[config.mk]
export PLATFORM = sky130hd
export DESIGN_NAME = gray_counter
export DESIGN_NICKNAME = d
export VERILOG_FILES = /design/src/rtl/gray_counter.sv
export SDC_FILE = /design/constraint.sdc
export NUM_CORES = 1
export LEC_CHECK = 0
export CAP_MARGIN = 40
export CORE_MARGIN = 4
export CORE_UTILIZATION = 48
export CTS_CLUSTER_DIAMETER = 150
export CTS_CLUSTER_SIZE = 12
export DETAILED_ROUTE_END_ITERATION = 7
export PLACE_DENSITY = 0.94
export SLEW_MARGIN = 0
export SYNTH_ARGS = -nofsm -noshare
export SYNTH_HDL_FRONTEND = slang
export SYNTH_SLANG_ARGS = --single-unit
[constraint.sdc]
create_clock -name i_clk -period 4.65 [get_ports i_clk]
set_input_delay 0.465 -clock i_clk [delete_from_list [all_inputs] [get_ports i_clk]]
set_output_delay 0.465 -clock i_clk [all_outputs]
set_load 0.02 [all_outputs]
[src/rtl/gray_counter.sv]
// Up/down binary counter with registered binary and reflected-Gray outputs, load in
// either format, and a one-cycle wrap pulse; intended as an async-FIFO pointer source.
module gray_counter #(
    parameter int                      p_DATA_WIDTH  = 32,
    parameter logic [p_DATA_WIDTH-1:0] p_RESET_VALUE = '0
) (
    input  logic                    i_clk,
    input  logic                    i_rst,
    input  logic                    i_en,
    input  logic                    i_dir,
    input  logic                    i_load,
    input  logic                    i_load_sel,
    input  logic [p_DATA_WIDTH-1:0] i_load_val,
    output logic [p_DATA_WIDTH-1:0] o_bin,
    output logic [p_DATA_WIDTH-1:0] o_gray,
    output logic [p_DATA_WIDTH-1:0] o_bin_next,
    output logic [p_DATA_WIDTH-1:0] o_gray_next,
    output logic                    o_wrap
);

    localparam int               W          = p_DATA_WIDTH;
    localparam logic [W-1:0]     ONE        = W'(1);
    localparam logic [W-1:0]     ALL_ONES   = '1;
    localparam logic [W-1:0]     RESET_GRAY = p_RESET_VALUE ^ (p_RESET_VALUE >> 1);

    function automatic logic [W-1:0] bin_to_gray(input logic [W-1:0] b);
        return b ^ (b >> 1);
    endfunction

    function automatic logic [W-1:0] gray_to_bin(input logic [W-1:0] g);
        logic [W-1:0] b;
        b[W-1] = g[W-1];
        for (int i = W - 2; i >= 0; i--) begin
            b[i] = b[i+1] ^ g[i];
        end
        return b;
    endfunction

    logic [W-1:0] bin_next;
    logic [W-1:0] gray_next;
    logic         wrap_next;

    // Next-state selection: reset > load > count > hold.
    always_comb begin
        bin_next  = o_bin;
        wrap_next = 1'b0;
        if (i_rst) begin
            bin_next = p_RESET_VALUE;
        end else if (i_load) begin
            bin_next = i_load_sel ? gray_to_bin(i_load_val) : i_load_val;
        end else if (i_en) begin
            if (i_dir) begin
                bin_next  = o_bin + ONE;
                wrap_next = (o_bin == ALL_ONES);
            end else begin
                bin_next  = o_bin - ONE;
                wrap_next = (o_bin == '0);
            end
        end
    end

    // Gray is encoded before the flop so o_gray never glitches across domains.
    assign gray_next   = bin_to_gray(bin_next);
    assign o_bin_next  = bin_next;
    assign o_gray_next = gray_next;

    always_ff @(posedge i_clk) begin
        if (i_rst) begin
            o_bin  <= p_RESET_VALUE;
            o_gray <= RESET_GRAY;
            o_wrap <= 1'b0;
        end else begin
            o_bin  <= bin_next;
            o_gray <= gray_next;
            o_wrap <= wrap_next;
        end
    end

endmodule

# --- Word level (Yosys, flattened, before mapping) ---
# Index checks and enable logic that the tools add are counted.
classes:
  muxes: 6
  addsub: 2
  bitwise_logic: 33
  n_eq_ne: 1
  n_reduce_logical: 2
ops:
  columns: ["operator", "n"]
  rows:
  - ["32-bit 2-to-1 mux", 4]
  - ["32-bit by 1-bit adder with 32-bit output (second input constant)", 1]
  - ["32-bit equality test (second input constant)", 1]
  - ["32-bit zero test", 1]
  - ["32-bit by 1-bit subtractor with 32-bit output (second input constant)", 1]
  - ["32-bit by 31-bit XOR with 32-bit output", 1]
  - ["31-bit 2-to-1 mux", 1]
  - ["1-bit XOR", 31]
  - ["3-bit OR reduction", 1]
  - ["1-bit 2-to-1 mux", 1]
  - ["1-bit inverter", 1]
totals:
  in_bits: 38
  ff_bits: 65
  output_inout_bits: 129
  elab_cells: 47

# --- Logic depth before layout (Yosys ltp) ---
# Gate-level depths: netlist (run 1).
depth:
  word_depth: 35
  depth_mapped: 14
  depth_no_buf: 14

# --- Worst setup path after synthesis (run 1) ---
# Ideal clock, no wire load.
synth_path:
  path_kind: "input to output"
  from: "input port i_dir"
  to: "output port o_gray_next[29]"
  stages: 14
  arrival_ns: 4.345
  slack_ns: -0.160
  required_time_ns: 4.185
  path_cell_list: "inv_1 ha_1 nor2b_1 o21ai_0 a21oi_1 o21a_1 o21a_1 o21ai_0 a21o_1 a211oi_1 o21bai_1 mux2i_1 a211oi_1 xor2_1"
synth_between:
  elab_chain_len: 5
synth_rtl:
  columns: ["item", "line", "rtl"]
  rows:
  - ["from (decl)", "10", "input logic i_dir,"]
  - ["32-bit 2-to-1 mux", "52", "if (i_dir) begin"]
  - ["32-bit 2-to-1 mux", "51", "end else if (i_en) begin"]
  - ["32-bit 2-to-1 mux", "49", "end else if (i_load) begin"]
  - ["32-bit 2-to-1 mux", "47", "if (i_rst) begin"]
  - ["via o_bin_next[30]", "16", "output logic [p_DATA_WIDTH-1:0] o_bin_next,"]
  - ["32-bit by 31-bit XOR with 32-bit output", "27", "return b ^ (b >> 1);"]
  - ["to (decl)", "17", "output logic [p_DATA_WIDTH-1:0] o_gray_next,"]
# The timed path passes the listed nets, and every way through them passes these cells.

# --- Final worst setup path (run 1) ---
layout_path:
  from: "input port i_load_val[15]"
  to: "output port o_bin_next[5]"
layout_between:
  elab_chain_len: 14
layout_rtl:
  columns: ["item", "line", "rtl"]
  rows:
  - ["from (decl)", "13", "input logic [p_DATA_WIDTH-1:0] i_load_val,"]
  - ["1-bit XOR (11 in series)", "34", "b[i] = b[i+1] ^ g[i];"]
  - ["31-bit 2-to-1 mux", "50", "bin_next = i_load_sel ? gray_to_bin(i_load_val) : i_load_val;"]
  - ["32-bit 2-to-1 mux", "49", null]
  - ["32-bit 2-to-1 mux", "47", null]
  - ["to (decl)", "16", null]
# Every way passes these cells.

==> results of run 1 <==
[metrics by stage]
stage | hold WS (ns) | setup slack [ns] | setup TNS [ns]
finish | 0.701 | -0.0463 | -0.0592
CTS | 0.684 | 0.00625 | 0
floorplan | 0.679 | 0.0137 | 0
detailed placement | 0.721 | -0.597 | -13.86
global route | 0.719 | -0.217 | -1.90
global placement | 0.685 | -0.377 | -7.82
[layer usage]
layer  share of wire [%]  vias to the layer above
met5                   0                        -
li1                    -                     2790
met4                 9.2                        0
met2                  48                      500
met1                  33                     3020
met3                  11                      202
[cells in the final DEF (no fill, tap or decap), types with 7 or more instances in the layout]
cell type / synthesis / layout
nor2_1: 39 / 38
a21o_1: 20 / 20
nor2b_1: 10 / 9
xnor2_2: 7 / 12
xor2_1: 78 / 74
a211oi_2: 8 / 12
dlygate4sd2_1: 0 / 23
a211oi_1: 21 / 16
clkbuf_2: 0 / 7
buf_4: 2 / 134
dlymetal6s2s_1: 0 / 16
inv_1: 16 / 15
dfxtp_1: 64 / 63
ha_1: 30 / 30
nand2_1: 47 / 47
o21a_1: 8 / 8
nand3_1: 9 / 9
xnor2_1: 63 / 57
nand4_1: 8 / 8
nor3_1: 8 / 8
clkdlybuf4s50_1: 0 / 114
o21ai_0: 17 / 14
nor4_1: 10 / 10
a21oi_1: 35 / 33
a221oi_1: 12 / 12
clkbuf_8: 0 / 9
[power by group through the flow]
stage,clock (mW),sequential (mW),combinational (mW)
floorplan,0,0.985,1.38
global placement,0,0.817,2.66
detailed placement,0,0.829,2.75
CTS,0.559,0.819,2.78
global route,0.583,0.838,3.10
finish,0.567,0.829,2.94
[repair_timing]
item / in CTS / in global routing
resized for setup: 60 / 50
pin swaps: 12 / 7
endpoints found under the setup margin: 56 / 55
buffers inserted: 5 / 7
[cells by family (layout without fill, tap and decap cells)]
logic type,Yosys count,after routing,synth area share [%]
adders and majority gates,31,31,7.42
buffers and inverters,44,332,3.24
AOI/OAI and AO/OA,170,170,25.0
xor gates and xnor gates,150,150,25.9
muxes,5,5,0.963
and+or+nand+nor,150,150,13.3
DFF,64,64,24.1
[layout make-up]
| type | count | area [sq um] |
|---|---|---|
| inverters | 17 | 67.6 |
| flip-flops and latches | 64 | 1280 |
| well taps | 140 | 175 |
| clock inverters | 6 | 92.6 |
| fillers | 628 | 2400 |
| multi-input cells | 506 | 4050 |
| clock buffers | 10 | 128 |
| repair buffers | 299 | 2650 |
[final timing paths]
path | from | end | slack [ns] | cells past startpoint
worst min-delay path | i_rst | o_gray[28] | 0.70 | 2
worst max-delay path | i_load_val[15] | o_bin_next[5] | -0.05 | 14
worst max register to register | o_bin[1] | o_gray[20] | 0.99 | 18
worst min register to register | o_bin[22] | o_bin[22] | 0.78 | 2
[critical path: stages]
cell,delay [ns]
clkdlybuf4s50_1,0.61
xnor2_1,0.32
xnor2_1,0.20
xnor2_2,0.13
xnor2_1,0.28
xor2_2,0.27
xor2_2,0.24
buf_4,0.18
xnor2_1,0.11
nand2_1,0.08
xor2_1,0.20
a221oi_2,0.31
buf_4,0.20
clkdlybuf4s50_1,0.61
[flip-flops by register name, indices dropped and copies added (netlist names)]
register and count:
o_bin 32, o_wrap 1, o_gray 31
==> impl_metrics.csv, run 1 <==
group,metric,value,unit
timing,worstMarginPinSlew,0.879,ns
logic_synthesis,netlist_area,5330,sq um
global_route,grt_pass1_wl,33400,um
placement,port_buffers,166,
logic_synthesis,postSynth.asyncResetShare,0,%
final_layout,utilization,77.9,%
placement,placed_area,7960,sq um
placement,placedCellCount,1014,
clock_tree,clock_latency,0.37,ns
pwr,total_power,4.33,mW
global_route,grt_max_degree,67,
global_route,busiest_layer,"met2",
final_layout,antennaDiodeCount,0,
timing,setup_ws,-0.0463,ns
clock_tree,cts_tree,"yes",
floorplanning,die_h,113,um
clock_tree,cts-htree-levels,3,
logic_synthesis,yosys.area.top_type,"dfxtp_1",
logic_synthesis,synth_top_area_share,24.1,%
final_layout,fin_cells,1042,
clock_tree,clockRootBuffer,"clkbuf_8",
global_route,track_usage,32.9,%
clock_tree,cts_buffers,9,
pwr,p_leak,4.00,nW
pwr,ir_drop,0.000331,V
pwr,clkPwrFrac,13.1,%
timing,setup_violations,2,
timing,period_needed,4.70,ns
final_layout,layout-drive-gt1-share,24.2,%
outcome,outcome,"finished, violations left",
clock_tree,cts.sinks,64,
clock_tree,ctsHoldBuffers,0,
logic_synthesis,synth_edf_count,0,
setup_path,arrival,4.23,ns
logic_synthesis,ys_top_cells_by_area,"dfxtp_1, xor2_1, xnor2_1",
placement,hpwl,15200,um
logic_synthesis,yosysSeqAreaShare,24.1,%
final_layout,area_growth,58.5,%
drt,antenna_left,0,
logic_synthesis,avgSynthCellArea,8.67,sq um
drt,wire_per_inst,22.0,um
setup_path,cp-start-kind,"primary input",
global_route,use_met3,11.1,%
pwr,combPwrFrac,67.8,%
global_route,antenna_found_initial,0,
logic_synthesis,synth-main-ff-cell,"dfxtp_1",
global_route,use_met1,31.5,%
floorplanning,rows,38,
drt,drt_iter0_drc,730,
drt,dr.pass1.iters,5,
drt,wl,22900,um
logic_synthesis,yosys-top-cells-count,"xor2_1, dfxtp_1, xnor2_1",
pwr,p_sw_share,45.7,%
timing,finalClockSkew,0.0151,ns
outcome,violations,"setup timing",
drt,drcViolationCount,0,
floorplanning,fp.dieW,113,um
drt,vias_per_cell,6.25,
setup_path,required,4.18,ns
logic_synthesis,ys_warn_count,0,
clock_tree,clkSlewWorstSetupHoldPaths,0.09,ns
global_route,grt_pass1_vias,6683,
timing,hold_viol_final,0,
drt,vias,6512,
logic_synthesis,synth_cells,614,
pwr,p_per_area,513,nW/um^2
hold_path,holdCritPathClass,"in -> reg",
floorplanning,core,10800,sq um
final_layout,fin_nets,966,
pwr,p_switching,1.98,mW
global_route,use_met2,59.2,%
flow_run,cap_violations,0,
global_route,grt_overflow,0,
pwr,p_seq_share,19.1,%
setup_path,crit_type,"in -> out",
logic_synthesis,ys_types,55,
floorplanning,start_util,49.1,%
timing,drv_slew,0,
timing,finalCritPeriodShare,101,%
placement,gp_congestion,1.04,
setup_path,critPathMaxFanout,5,
logic_synthesis,yosys.cell_count.top_type,"xor2_1",
setup_path,endpoint_kind,"output pin",
logic_synthesis,syn-num-nets,683,
pwr,intPower,2.35,mW
floorplanning,dieArea,12800,sq um
final_layout,final_area,8440,sq um
logic_synthesis,ys_ff_latch,64,
floorplanning,ios,167,
timing,timing.fmax,213,MHz
timing,slew_headroom,41.4,%
clock_tree,cts_buffer_depth,2,
Note: power is estimated with default switching activity, not from simulation.
==> inputs of run 2 (changes only) <==
--- a/config.mk
+++ b/config.mk
@@ -6,12 +6,14 @@
 export NUM_CORES = 1
 export LEC_CHECK = 0
 export CAP_MARGIN = 40
+export CORE_ASPECT_RATIO = 1.25
 export CORE_MARGIN = 4
 export CORE_UTILIZATION = 48
 export CTS_CLUSTER_DIAMETER = 150
 export CTS_CLUSTER_SIZE = 12
 export DETAILED_ROUTE_END_ITERATION = 7
 export PLACE_DENSITY = 0.94
+export SETUP_SLACK_MARGIN = 0.5
 export SLEW_MARGIN = 0
 export SYNTH_ARGS = -nofsm -noshare
 export SYNTH_HDL_FRONTEND = slang
==> impl_metrics.csv, run 2 <==
group,metric,value,unit
global_route,grt_pass1_vias,8659,
clock_tree,clockRootBuffer,"clkbuf_16",
logic_synthesis,yosys.area_share.simple,13.3,%
floorplanning,fp.dieW,102,um
logic_synthesis,synth_top_area_share,24.1,%
placement,hpwl,16500,um
logic_synthesis,synth_top_family_by_area,"XOR/XNOR gates",
outcome,outcome.stop_stage,"5_1_grt",
global_route,grt_max_degree,52,
logic_synthesis,synthAdderAreaFrac,7.42,%
logic_synthesis,synth-main-ff-cell,"dfxtp_1",
clock_tree,cts_buffers,9,
placement,gp_congestion,1.05,
logic_synthesis,avgSynthCellArea,8.67,sq um
outcome,error,"[ERROR GRT-0116] Global routing finished with congestion. Check the congestion regions in the DRC Viewer.",
clock_tree,ctsHoldBuffers,0,
clock_tree,cts-htree-levels,3,
logic_synthesis,yosys.area.top_type,"dfxtp_1",
placement,placed_area,8160,sq um
logic_synthesis,synth_edf_count,0,
outcome,outcome,"stopped before the end",
logic_synthesis,ys_top_cells_by_area,"dfxtp_1, xor2_1, xnor2_1",
floorplanning,rows,42,
floorplanning,start_util,49.7,%
logic_synthesis,ys_ff_latch,64,
logic_synthesis,yosys.cell_count.top_type,"xor2_1",
floorplanning,ios,167,
clock_tree,cts_buffer_depth,2,
global_route,grt_overflow,3,
logic_synthesis,postSynth.asyncResetShare,0,%
logic_synthesis,synth_compound_area_share,25.0,%
global_route,grt_pass1_wl,51800,um
clock_tree,cts.sinks,64,
floorplanning,die_h,126,um
logic_synthesis,yosysSeqAreaShare,24.1,%
logic_synthesis,ys_types,55,
global_route,track_usage,53.4,%
logic_synthesis,synthXorXnorAreaFrac,25.9,%
logic_synthesis,ys_warn_count,0,
logic_synthesis,yosys-top-cells-count,"xor2_1, dfxtp_1, xnor2_1",
logic_synthesis,synth_cells,614,
logic_synthesis,syn-num-nets,683,
placement,port_buffers,166,
logic_synthesis,netlist_area,5330,sq um
logic_synthesis,synth_mux_area_share,0.963,%
## run 2: cell counts after synthesis
No cell type changed its count.
## run 2: per-stage QoR
| stage | setup WS, ns | utilization [%] | cells | TNS [ns] |
|---|---|---|---|---|
| after floorplan | 0.417 | - | 614 | 0 |
| after global placement | -0.286 | 76.2 | 1007 | -5.59 |
| after detailed placement | -0.530 | 76.2 | 1007 | -14.91 |
| after CTS | 0.360 | 84.8 | 1063 | 0 |
## run 2: timing repair
action / 4_1_cts
setup endpoints to repair: 65
setup buffers: 39
gates resized for setup: 251
pin swaps: 61
cloned: 1
## run 2: metal layers
metal | overflow | track usage, %
met3 | 0 | 33.2
met4 | 3 | 52.4
met1 | 0 | 50.8
met5 | 0 | 7.29
met2 | 0 | 75.0
## run 2: cell families after synthesis
logic type / after synthesis
flops: 64
xor+xnor: 150
fa+ha+maj: 31
compound gates: 170
mux: 5
simple gates: 150
buf+inv: 44
==> inputs of run 3 (changes only) <==
==> config.mk (replaced) <==
export PLATFORM = sky130hd
export DESIGN_NAME = gray_counter
export DESIGN_NICKNAME = d
export VERILOG_FILES = /design/src/rtl/gray_counter.sv
export SDC_FILE = /design/constraint.sdc
export NUM_CORES = 1
export LEC_CHECK = 0
export CAP_MARGIN = 40
export CORE_MARGIN = 4
export CORE_UTILIZATION = 38
export DETAILED_ROUTE_END_ITERATION = 7
export PLACE_DENSITY_LB_ADDON = 0.15
export SLEW_MARGIN = 0
export SYNTH_ARGS = -nofsm -noshare
export SYNTH_HDL_FRONTEND = slang
export SYNTH_SLANG_ARGS = --single-unit
==> impl_metrics.csv, run 3 (synthesis gave the netlist of run 1 again) <==
group,metric,value,unit
timing,finalHoldWorstSlack,0.697,ns
final_layout,utilization,63.7,%
setup_path,max_stage_delay,0.62,ns
final_layout,area_growth,61.6,%
clock_tree,clockRootBuffer,"clkbuf_16",
setup_path,critPathCapture,"o_gray_next[8]",
drt,drcViolationCount,0,
outcome,outcome,"completed",
final_layout,layout_common_cells,"buf_4, clkdlybuf4s50_1, xor2_1",
timing,setup_ws,0.179,ns
floorplanning,rows,42,
setup_path,rr_startpoint,"o_bin[1]",
final_layout,final_area,8610,sq um
pwr,p_per_area,497,nW/um^2
clock_tree,cts_buffer_depth,2,
setup_path,crit_type,"in -> out",
setup_path,crit_top_cell,"buf_4",
clock_tree,cts_tree,"yes",
timing,finalCritPeriodShare,96.2,%
drt,wl,18900,um
global_route,grt_pass1_vias,5771,
setup_path,r2r_cells,17,
pwr,ir_drop,0.000203,V
floorplanning,core,13500,sq um
pwr,p_leak,4.13,nW
global_route,grt_max_degree,66,
setup_path,critPathLaunch,"i_dir",
floorplanning,ios,167,
setup_path,critPathMaxFanout,15,
placement,port_buffers,166,
final_layout,fillers,1130,
timing,setup_violations,0,
placement,hpwl,14800,um
final_layout,layout_commonest_cell,"buf_4",
setup_path,arrival,4.01,ns
clock_tree,clock_latency,0.33,ns
timing,hold_viol_final,0,
setup_path,crit_slowest_cell,"clkdlybuf4s50_1",
placement,placedCellCount,1058,
placement,pre_cts_ws,-0.488,ns
timing,drv_slew,0,
timing,rsz0062_at_grt,"true",
global_route,grt_pass1_wl,29200,um
final_layout,fin_cells,1082,
setup_path,worstPathCellList,"dlygate4sd2_1 -> clkinvlp_4 -> buf_12 -> ha_1 -> o21ai_1 -> a21oi_2 -> o21a_1 -> o21a_1 -> buf_4 -> o21ai_1 -> buf_4 -> a311oi_2 -> buf_4 -> a311oi_2 -> buf_4 -> xor2_1 -> clkdlybuf4s50_1",
timing,worstMarginPinSlew,0.805,ns
global_route,grt_overflow,0,
timing,slew_headroom,46.3,%
final_layout,layout-drive-gt1-share,23.7,%
drt,drt_iter0_drc,344,
hold_path,holdCritPathClass,"reg -> reg",
timing,timing.fmax,224,MHz
final_layout,largest_reg_flops,32,
drt,antenna_left,0,
floorplanning,start_util,39.4,%
final_layout,antennaDiodeCount,0,
drt,vias,5756,
drt,wire_per_inst,17.5,um
final_layout,regMostFlops,"o_bin",
drt,vias_per_cell,5.32,
global_route,track_usage,22.7,%
global_route,antenna_found_initial,0,
floorplanning,dieArea,16000,sq um
timing,finalClockSkew,0.00707,ns
placement,gp_congestion,0.884,
final_layout,fin_nets,973,
timing,period_needed,4.47,ns
setup_path,rr_endpoint,"o_gray[30]",
clock_tree,clkSlewWorstSetupHoldPaths,0.05,ns
clock_tree,cts_buffers,9,
setup_path,endpoint_kind,"output pin",
final_layout,reg.largest.list,"o_bin (32), o_gray (31), o_wrap (1)",
drt,dr.pass1.iters,5,
clock_tree,cts.sinks,64,
floorplanning,die_h,126,um
flow_run,cap_violations,0,
floorplanning,fp.dieW,126,um
setup_path,cp-start-kind,"primary input",
setup_path,required,4.18,ns
clock_tree,cts-htree-levels,3,
setup_path,r2r_slack,1.23,ns
clock_tree,ctsHoldBuffers,0,
placement,placed_area,8080,sq um
==> run 3: cell type report <==
type,count,area (sq um),share of cell area [%]
Sequential cell,64,1280,14.9
Tap cell,176,220,2.56
Clock buffer,12,256,2.98
Timing Repair Buffer,306,2740,31.8
Clock inverter,1,5.00,0.0582
Inverter,17,67.6,0.785
Multi-Input combinational cell,506,4040,46.9
==> run 3: worst min path at each step <==
stage / slack [ns] / start / endpoint / cells past startpoint
after floorplan: 0.68 / i_load_val[0] / o_bin[0] / 2
after global placement: 0.68 / o_bin[22] / o_bin[22] / 2
after detailed placement: 0.69 / o_bin[22] / o_bin[22] / 2
after CTS: 0.70 / o_bin[22] / o_bin[22] / 2
after global routing: 0.74 / o_bin[22] / o_bin[22] / 2
final: 0.70 / o_bin[22] / o_bin[22] / 2
==> run 3: worst max-delay path: cells and delay by family <==
kind / cells / cell delay (ns)
buffers and inverters: 8 / 1.86
adder cells (fa/ha/maj): 1 / 0.31
XOR/XNOR: 1 / 0.14
AO/OA/AOI/OAI: 7 / 1.22
==> run 3: through the flow <==
| step | setup TNS [ns] | total power, mW |
|---|---|---|
| finish | 0 | 4.27 |
| global route | -0.00304 | 4.55 |
| CTS | -0.0488 | 4.23 |
| detailed placement | -16.36 | 3.60 |
| global placement | -12.43 | 3.56 |
| floorplan | 0 | 2.36 |
==> run 3: power by group <==
| group | switching [mW] | total [mW] | internal, mW |
|---|---|---|---|
| Sequential | 0.116 | 0.819 | 0.702 |
| Combinational | 1.46 | 2.85 | 1.38 |
| Clock | 0.230 | 0.609 | 0.379 |
==> run 3: repair_timing <==
action / in CTS / in global routing
gates resized for setup: 51 / 58
setup endpoints to repair: 52 / 50
setup buffers: 4 / 7
pin swaps: 5 / 10
hold endpoints to repair: 0 / 0
==> run 3: per-layer routing <==
layer,part of all wire (%),track usage (%)
met5,0,0
met4,1.9,6.18
met3,5.3,5.55
met2,55,44.5
met1,38,23.9
==> inputs of run 4 (changes only) <==
--- a/config.mk
+++ b/config.mk
@@ -7,8 +7,9 @@
 export LEC_CHECK = 0
 export CAP_MARGIN = 40
 export CORE_MARGIN = 4
-export CORE_UTILIZATION = 38
+export CORE_UTILIZATION = 25
 export DETAILED_ROUTE_END_ITERATION = 7
+export GPL_ROUTABILITY_DRIVEN = 0
 export PLACE_DENSITY_LB_ADDON = 0.15
 export SLEW_MARGIN = 0
 export SYNTH_ARGS = -nofsm -noshare
==> impl_metrics.csv, run 4 (synthesis gave the netlist of run 1 again) <==
group,metric,value,unit
clock_tree,cts.sinks,64,
timing,fin_setup_tns,0,ns
placement,hpwl,16300,um
global_route,grt_pass1_vias,6031,
clock_tree,cts_buffer_depth,2,
timing,setup_ws,0.159,ns
clock_tree,clkSlewWorstSetupHoldPaths,0.06,ns
floorplanning,die_h,154,um
drt,vias_per_cell,4.82,
floorplanning,fp.dieW,154,um
hold_path,min_path_cells,2,
final_layout,layout_commonest_cell,"buf_4",
outcome,outcome,"completed",
setup_path,rr_endpoint,"o_gray[20]",
timing,worstMarginPinSlew,0.661,ns
final_layout,fin_nets,1002,
timing,drv_slew,0,
setup_path,rr_startpoint,"o_bin[1]",
timing,hold_viol_final,0,
global_route,grt_pass1_wl,31900,um
final_layout,layout-drive-gt1-share,27.8,%
global_route,grt_overflow,0,
clock_tree,cts_tree,"yes",
setup_path,r2r_slack,1.16,ns
clock_tree,cts_buffers,9,
floorplanning,ios,167,
timing,finalCritPeriodShare,96.6,%
timing,slew_headroom,55.9,%
final_layout,regMostFlops,"o_bin",
final_layout,layout_common_cells,"buf_4, clkdlybuf4s50_1, xor2_1",
final_layout,reg.largest.list,"o_bin (32), o_gray (31), o_wrap (1)",
global_route,track_usage,16.8,%
floorplanning,rows,53,
drt,drcViolationCount,0,
setup_path,critPathMaxFanout,13,
pwr,p_leak,4.25,nW
timing,timing.fmax,223,MHz
drt,drt_iter0_drc,206,
setup_path,crit_top_cell,"buf_4",
placement,pre_cts_ws,-0.625,ns
setup_path,max_stage_delay,0.40,ns
setup_path,critPathBufInv,8,
timing,setup_violations,0,
setup_path,crit_slowest_cell,"ha_1",
setup_path,cp_top_family,"buffers and inverters",
setup_path,crit_type,"in -> out",
clock_tree,clockRootBuffer,"clkbuf_16",
final_layout,fillers,2091,
setup_path,arrival,4.03,ns
timing,period_needed,4.49,ns
pwr,p_per_area,503,nW/um^2
setup_path,endpoint_kind,"output pin",
global_route,grt_max_degree,48,
drt,dr.pass1.iters,5,
drt,wire_per_inst,17.0,um
placement,port_buffers,166,
timing,rsz0062_at_grt,"true",
setup_path,r2r_cells,17,
drt,antenna_left,0,
final_layout,area_growth,68.5,%
drt,vias,5845,
floorplanning,dieArea,23700,sq um
hold_path,min-delay-start,"i_rst",
setup_path,worstPathCellList,"dlygate4sd2_1 -> clkinvlp_4 -> buf_12 -> buf_4 -> buf_4 -> ha_1 -> a21o_1 -> a211o_1 -> o22ai_1 -> a211oi_4 -> o21bai_1 -> mux2i_2 -> a211oi_2 -> buf_4 -> buf_4 -> xor2_1 -> clkbuf_2",
pwr,ir_drop,0.000214,V
flow_run,cap_violations,0,
hold_path,holdCritPathClass,"in -> reg",
clock_tree,clock_latency,0.34,ns
drt,wl,20600,um
final_layout,largest_reg_flops,32,
setup_path,required,4.18,ns
floorplanning,core,21000,sq um
floorplanning,start_util,25.3,%
timing,finalClockSkew,0.00485,ns
global_route,antenna_found_initial,0,
clock_tree,cts-htree-levels,3,
setup_path,cp-start-kind,"primary input",
hold_path,hold_end,"o_bin[18]",
final_layout,antennaDiodeCount,0,
==> run 4: layer usage <==
layer | global-route usage [%] | routed length (um)
met1 | 18.2 | 8060
met2 | 31.7 | 10800
met3 | 4.67 | 1310
met4 | 5.09 | 403
met5 | 0 | 0
==> run 4: how the worst max path moves through the flow <==
stage	from	to	depth (start not counted)	slack (ns)
after global placement	i_dir	o_gray_next[29]	17	-0.60
after global routing	i_dir	o_gray_next[29]	20	-0.02
after floorplan	i_dir	o_gray_next[21]	14	0.01
final	i_dir	o_gray_next[29]	17	0.16
after CTS	i_load_val[17]	o_gray_next[6]	15	0.01
after detailed placement	i_dir	o_gray_next[29]	17	-0.62
==> run 4: cell type report <==
type | instances | area, sq um | share of cell area, %
clock buffer | 10 | 239 | 2.66
clock inverter | 6 | 82.6 | 0.920
inverter | 17 | 67.6 | 0.753
multi-input combinational | 506 | 4070 | 45.3
sequential | 64 | 1280 | 14.3
tap | 275 | 344 | 3.83
timing repair buffer | 335 | 2900 | 32.3
==> run 4: report_power, final <==
| group | internal [mW] | total [mW] | leakage, nW | switching (mW) |
|---|---|---|---|---|
| Sequential | 0.701 | 0.814 | 0.535 | 0.112 |
| Combinational | 1.45 | 2.95 | 3.56 | 1.50 |
| Clock | 0.481 | 0.754 | 0.158 | 0.273 |
==> run 4: timing repair <==
| item | 4_1_cts | 5_1_grt |
|---|---|---|
| pin swaps | 15 | 19 |
| gates resized for setup | 69 | 72 |
| buffers inserted | 15 | 12 |
| hold buffers | 0 | 0 |
| setup endpoints to repair | 52 | 49 |
==> run 4: metrics by stage <==
stage | hold slack [ns] | util, % | power, mW | area (sq um) | cells
after floorplan | 0.679 | - | 2.36 | 5340 | 614
after global placement | 0.704 | 39.4 | 3.70 | 8290 | 1170
after detailed placement | 0.711 | 39.4 | 3.72 | 8290 | 1170
after CTS | 0.607 | 41.8 | 4.51 | 8780 | 1201
after global routing | 0.671 | 42.7 | 4.81 | 8980 | 1213
final | 0.628 | 42.7 | 4.52 | 8980 | 1213
